[config.mk]
export PLATFORM = sky130hd
export DESIGN_NAME = mmio_key_art_responder
export DESIGN_NICKNAME = d
export VERILOG_FILES = /design/src/rtl/mmio_key_art_responder_pkg.sv /design/src/rtl/mmio_key_art_responder_sync_fifo.sv /design/src/rtl/mmio_key_art_responder.sv
export SDC_FILE = /design/constraint.sdc
export NUM_CORES = 1
export LEC_CHECK = 0
export BUFFER_PORTS_ARGS = -buffer_cell sky130_fd_sc_hd__buf_2
export CORE_MARGIN = 4
export CORE_UTILIZATION = 56
export DETAILED_ROUTE_END_ITERATION = 16
export PLACE_DENSITY = 0.8
export SLEW_MARGIN = 20
export SYNTH_ARGS = -nofsm -noshare
export SYNTH_HDL_FRONTEND = slang
export SYNTH_HIERARCHICAL = 1
export SYNTH_SLANG_ARGS = --single-unit
[constraint.sdc]
create_clock -name clk -period 4.1 [get_ports clk]
set_clock_uncertainty 0.1 [all_clocks]
set_input_delay 0.82 -clock clk [delete_from_list [all_inputs] [get_ports clk]]
set_output_delay 0.82 -clock clk [all_outputs]
set_load 0.03 [all_outputs]
[src/rtl/mmio_key_art_responder_pkg.sv]
// Shared constants for the MMIO key/ART responder: register offsets, status bit
// positions, interrupt codes and the interrupt FSM state encoding.
package mmio_key_art_responder_pkg;

  localparam logic [63:0] KEY_DATA_OFS = 64'd0;
  localparam logic [63:0] KEY_STAT_OFS = 64'd8;

  localparam int STAT_KEY_NONEMPTY = 0;
  localparam int STAT_TX_FULL      = 1;
  localparam int STAT_KEY_OVF      = 2;
  localparam int STAT_TX_OVF       = 3;
  localparam int STAT_COUNT_LSB    = 8;

  localparam logic [3:0] IRQ_NONE = 4'd0;
  localparam logic [3:0] IRQ_KEY  = 4'd1;

  typedef enum logic [1:0] {
    IRQ_IDLE    = 2'd0,
    IRQ_REQ     = 2'd1,
    IRQ_SERVICE = 2'd2
  } irq_state_t;

  // Status word layout: count in [15:8], flags in [3:0], everything else zero.
  function automatic logic [63:0] status_word(input logic [7:0] key_count,
                                              input logic tx_ovf,
                                              input logic key_ovf,
                                              input logic tx_full,
                                              input logic key_nonempty);
    return {48'b0, key_count, 4'b0, tx_ovf, key_ovf, tx_full, key_nonempty};
  endfunction

endpackage

[src/rtl/mmio_key_art_responder_sync_fifo.sv]
// Single-clock FIFO with combinational head output. A push into a full FIFO is
// accepted only when a pop happens in the same cycle; a pop on empty is ignored.
module sync_fifo #(
  parameter int WIDTH = 8,
  parameter int DEPTH = 16,
  localparam int AW = $clog2(DEPTH),
  localparam int CW = AW + 1
) (
  input  logic             clk,
  input  logic             reset,
  input  logic             push,
  input  logic [WIDTH-1:0] push_data,
  input  logic             pop,
  output logic [WIDTH-1:0] pop_data,
  output logic             full,
  output logic             empty,
  output logic [CW-1:0]    count
);

  logic [WIDTH-1:0] mem [DEPTH];
  logic [AW-1:0]    wptr;
  logic [AW-1:0]    rptr;
  logic             do_push;
  logic             do_pop;

  assign full     = (count == CW'(DEPTH));
  assign empty    = (count == '0);
  assign do_pop   = pop && !empty;
  assign do_push  = push && (!full || do_pop);
  assign pop_data = mem[rptr];

  always_ff @(posedge clk) begin
    if (do_push) begin
      mem[wptr] <= push_data;
    end
  end

  // Pointers wrap naturally because DEPTH is a power of two.
  always_ff @(posedge clk) begin
    if (reset) begin
      wptr  <= '0;
      rptr  <= '0;
      count <= '0;
    end else begin
      if (do_push) wptr <= wptr + AW'(1);
      if (do_pop)  rptr <= rptr + AW'(1);
      case ({do_push, do_pop})
        2'b10:   count <= count + CW'(1);
        2'b01:   count <= count - CW'(1);
        default: count <= count;
      endcase
    end
  end

endmodule

[src/rtl/mmio_key_art_responder.sv]
// MMIO responder: key receive FIFO read by the CPU, TX FIFO written by the CPU
// and drained by a UART. Define MMIO_KEY_IRQ_EN to build the key interrupt FSM.
`ifndef Key_base
`define Key_base 64'h0000_0000_1000_0000
`endif
`ifndef Art_base
`define Art_base 64'h0000_0000_1000_0100
`endif

module mmio_key_art_responder
  import mmio_key_art_responder_pkg::*;
#(
  parameter logic [63:0] KEY_BASE   = `Key_base,
  parameter logic [63:0] ART_BASE   = `Art_base,
  parameter int          FIFO_DEPTH = 16
) (
  input  logic        clk,
  input  logic        reset,
  input  logic [63:0] bus_address,
  input  logic        bus_read_enable,
  input  logic        bus_write_enable,
  input  logic [63:0] bus_write_data,
  output logic [63:0] bus_read_data,
  output logic [3:0]  interrupt_vector,
  input  logic        interrupt_ack,
  input  logic        key_valid,
  input  logic [7:0]  key_data,
  output logic        tx_valid,
  output logic [7:0]  tx_data,
  input  logic        tx_ready
);

  localparam int CW = $clog2(FIFO_DEPTH) + 1;

  logic          key_rd, stat_rd, tx_wr;
  logic          key_pop, tx_pop;
  logic          key_full, key_empty, tx_full, tx_empty;
  logic [7:0]    key_head;
  logic [CW-1:0] key_count, tx_count;
  logic          key_drop, tx_drop;
  logic          key_ovf, tx_ovf;

  assign key_rd  = bus_read_enable && (bus_address == KEY_BASE + KEY_DATA_OFS);
  assign stat_rd = bus_read_enable && (bus_address == KEY_BASE + KEY_STAT_OFS);
  assign tx_wr   = bus_write_enable && (bus_address == ART_BASE);
  assign key_pop = key_rd && !key_empty;
  assign tx_pop  = tx_ready && !tx_empty;

  // A byte is lost only when the FIFO is full and nothing leaves that cycle.
  assign key_drop = key_valid && key_full && !key_pop;
  assign tx_drop  = tx_wr && tx_full && !tx_pop;

  sync_fifo #(.WIDTH(8), .DEPTH(FIFO_DEPTH)) u_key_fifo (
    .clk       (clk),
    .reset     (reset),
    .push      (key_valid),
    .push_data (key_data),
    .pop       (key_pop),
    .pop_data  (key_head),
    .full      (key_full),
    .empty     (key_empty),
    .count     (key_count)
  );

  sync_fifo #(.WIDTH(8), .DEPTH(FIFO_DEPTH)) u_tx_fifo (
    .clk       (clk),
    .reset     (reset),
    .push      (tx_wr),
    .push_data (bus_write_data[7:0]),
    .pop       (tx_pop),
    .pop_data  (tx_data),
    .full      (tx_full),
    .empty     (tx_empty),
    .count     (tx_count)
  );

  // UART side: valid/ready, byte moves on a cycle with tx_valid && tx_ready;
  // the head stays put until then.
  assign tx_valid = !tx_empty;

  always_ff @(posedge clk) begin
    if (reset) begin
      bus_read_data <= '0;
      key_ovf       <= 1'b0;
      tx_ovf        <= 1'b0;
    end else begin
      if (bus_read_enable) begin
        if (key_rd) begin
          bus_read_data <= key_empty ? 64'b0 : {55'b0, 1'b1, key_head};
        end else if (stat_rd) begin
          bus_read_data <= status_word(8'(key_count), tx_ovf, key_ovf,
                                       tx_full, !key_empty);
        end else begin
          bus_read_data <= '0;
        end
      end
      // A drop in the same cycle as a status read stays visible for the next one.
      key_ovf <= (key_ovf && !stat_rd) || key_drop;
      tx_ovf  <= (tx_ovf && !stat_rd) || tx_drop;
    end
  end

`ifdef MMIO_KEY_IRQ_EN
  irq_state_t irq_state;

  always_ff @(posedge clk) begin
    if (reset) begin
      irq_state        <= IRQ_IDLE;
      interrupt_vector <= IRQ_NONE;
    end else begin
      case (irq_state)
        IRQ_IDLE: begin
          if (!key_empty) begin
            irq_state        <= IRQ_REQ;
            interrupt_vector <= IRQ_KEY;
          end
        end
        IRQ_REQ: begin
          if (interrupt_ack) begin
            irq_state        <= IRQ_SERVICE;
            interrupt_vector <= IRQ_NONE;
          end
        end
        IRQ_SERVICE: begin
          if (key_rd) irq_state <= IRQ_IDLE;
        end
        default: begin
          irq_state        <= IRQ_IDLE;
          interrupt_vector <= IRQ_NONE;
        end
      endcase
    end
  end

  logic unused_bits;
  assign unused_bits = &{1'b0, bus_write_data[63:8], tx_count};
`else
  assign interrupt_vector = IRQ_NONE;

  logic unused_bits;
  assign unused_bits = &{1'b0, bus_write_data[63:8], tx_count, interrupt_ack};
`endif

endmodule

==> flow_summary.json <==
{
  "synth_area_per_cell_um2": 16.2,
  "final_cell_mix": "256 x edfxtp_1, 107 x buf_2, 64 x mux4_2",
  "end_kind": "output port",
  "start_kind": "flip-flop",
  "cts_resized": 0,
  "fin_crit_ns": 3.53,
  "start_util_pct": 57.2,
  "p_total_w": 0.00626,
  "final_nets": 1117,
  "clkPwrFrac_pct": 39.2,
  "die_h_um": 160,
  "p_leak_nw": 5.31,
  "cts.hold.buffers_added": 0,
  "swShare_pct": 22.0,
  "met2_usage_pct": 36.6,
  "grt_max_degree": 47,
  "wirelength_um": 27200,
  "wire_per_inst_um": 21.5,
  "maxSlewViolCount": 0,
  "netlist_instances": 802,
  "p_seq_share_pct": 54.6,
  "worstRegToRegCells": 13,
  "slew_headroom_pct": 42.8,
  "layout_commonest_cell": "edfxtp_1",
  "post-dp-hpwl_um": 17900,
  "num_vias": 7390,
  "powerDensity_nw_per_um2": 423,
  "synth_edf_count": 256,
  "grt_util_met3_pct": 3.85,
  "power.internal_w": 0.00488,
  "clk_pin_slew_worst_paths_ns": 0.06,
  "die_area_um2": 25700,
  "gp_congestion": 0.777,
  "core-area_um2": 22700,
  "grt_first_pass_wirelength_um": 42500,
  "final_util_pct": 65.2,
  "cts_sinks": 305,
  "ios": 220,
  "tns_ns": 0,
  "numCtsBuffers": 30,
  "hold_viol_final": 0,
  "worstMarginPinSlew_ns": 0.856,
  "timing_worst_setup_path_type": "reg -> out",
  "grt_most_used_layer": "met2",
  "synth.yosys.seq_area_share_pct": 66.7,
  "maxCapViolations": 0,
  "grt_overflow_total": 0,
  "gr-usage-met1_pct": 28.1,
  "rsz0062_at_grt": "false",
  "postCtsSetupBuffers": 0,
  "min-delay-path-class": "reg -> reg",
  "yosys_warnings": 6,
  "cts-root-buf": "clkbuf_16",
  "first_global_vias": 7486,
  "synth.distinct_cells": 56,
  "outcome": "complete, no violations",
  "drtIter0Drc": 534,
  "ys.flop_type": "edfxtp_1",
  "period_share_pct": 86.1,
  "clk_path_buf_depth": 3,
  "async_flop_share_pct": 0,
  "first_pass_iters": 5,
  "min_path_cells": 2,
  "path_max_fanout": 17,
  "drc": 0,
  "synth_seq_cells": 305,
  "place_ws_ns": -0.0156,
  "grtUsageTotal_pct": 21.2,
  "fmax_mhz": 283,
  "peakVddDrop_uv": 343,
  "cp.required_ns": 3.18,
  "num_rows": 55,
  "finalSetupViolCount": 0,
  "clk_latency_ns": 0.55,
  "syn_area_um2": 13000,
  "vias_per_cell": 5.84,
  "drtAntennaViolNets": 0,
  "area_growth_pct": 14.0,
  "cts.htree.levels": 1,
  "comb_power_share_pct": 6.2,
  "final_layout_size_suffix_gt1_share_pct": 29.5,
  "diodes": 0,
  "finalWorstSetupSlack_ns": 0.569,
  "numPortBuffers": 107,
  "p_switching_w": 0.00137,
  "worstPathArrival_ns": 2.61,
  "cts_tree": "built",
  "dieWidth_um": 160,
  "grt_antenna_before_repair": 0
}
[sequential cells by signal, summed over array words and instances, names as in the netlist, named ones only]
signal and cells:
u_tx_fifo/mem 128, bus_read_data 13, u_key_fifo/rptr 4, u_key_fifo/count 5, u_key_fifo/mem 128, u_key_fifo/wptr 4
u_tx_fifo/count 5, key_ovf 1, u_tx_fifo/rptr 4, u_tx_fifo/wptr 4, tx_ovf 1
[Yosys cell counts (7+ instances only)]
master | n | area share (%)
a21oi_1 | 14 | 0.54
a22oi_1 | 32 | 1.8
and2_1 | 10 | 0.48
and3_1 | 8 | 0.39
buf_2 | 7 | 0.27
buf_4 | 56 | 3.2
clkbuf_1 | 21 | 0.61
dfxtp_1 | 49 | 7.6
edfxtp_1 | 256 | 59
ha_1 | 16 | 1.5
inv_1 | 27 | 0.78
mux2i_1 | 8 | 0.62
mux4_2 | 64 | 11
nand2_1 | 16 | 0.46
nand2b_1 | 20 | 0.96
nand3_1 | 19 | 0.73
nor2_1 | 37 | 1.1
nor2b_1 | 9 | 0.43
nor3b_1 | 7 | 0.40
nor4_1 | 21 | 1.0
o2111ai_1 | 7 | 0.47
o21a_1 | 8 | 0.46
[worst max-delay path: stages, from the launching register on]
cell and delay [ns]:
dfxtp_2 0.71, buf_12 0.26, mux4_2 0.53, a22oi_1 0.23, nand2_1 0.13, buf_2 0.20
[path summary, 6_finish.rpt]
kind                                                  startpoint                                to  slack, ns
worst max-delay path                                   flip-flop                        tx_data[7]       0.57
worst min-delay path              bus_read_data[11]$_SDFFE_PP0P_    bus_read_data[11]$_SDFFE_PP0P_       0.37
worst max register to register  u_key_fifo/count[0]$_SDFFE_PP0P_  u_key_fifo/count[4]$_SDFFE_PP0P_       0.63
worst min register to register    bus_read_data[11]$_SDFFE_PP0P_    bus_read_data[11]$_SDFFE_PP0P_       0.37
[metrics by stage]
| step | std cells | hold WS (ns) | instance area (µm²) |
|---|---|---|---|
| final | 1265 | 0.367 | 14800 |
| after global routing | 1265 | 0.380 | 14800 |
| after CTS | 1265 | 0.369 | 14800 |
| after detailed placement | 1209 | 0.349 | 13900 |
| after global placement | 1209 | 0.346 | 13900 |
| after floorplan | 856 | 0.333 | 13200 |
[final cells by class]
cell class / instances / area [µm²]
multi-input combinational: 431 / 3840
sequential: 305 / 8670
fill: 1503 / 7900
clock inverter: 19 / 91.3
tap: 285 / 357
timing repair buffer: 159 / 938
inverter: 29 / 109
clock buffer: 37 / 798
[logic make-up (layout without fill, tap and decap cells)]
kind of cell	after synthesis	after routing	synth area share, %
muxes	72	72	11.7
adders and majority gates	18	18	1.85
buffers and inverters	120	244	5.33
AOI/OAI and AO/OA	97	97	5.68
and+or+nand+nor	181	181	8.15
other	1	55	0.0289
DFF	305	305	66.7
xor gates and xnor gates	8	8	0.539
[power groups by stage]
stage                     Clock, W  Sequential [W]  Combinational, W
after global routing       0.00264         0.00342          0.000421
after global placement           0         0.00348          0.000372
after CTS                  0.00251         0.00342          0.000385
after detailed placement         0         0.00348          0.000381
after floorplan                  0         0.00346          0.000303
final                      0.00246         0.00342          0.000386
[layer usage]
metal | up-vias | share of wire, %
li1 | 3358 | -
met1 | 3679 | 40
met2 | 322 | 51
met3 | 31 | 7.2
met4 | 0 | 1.8
met5 | - | 0
Power figures use the tool's default switching activity.
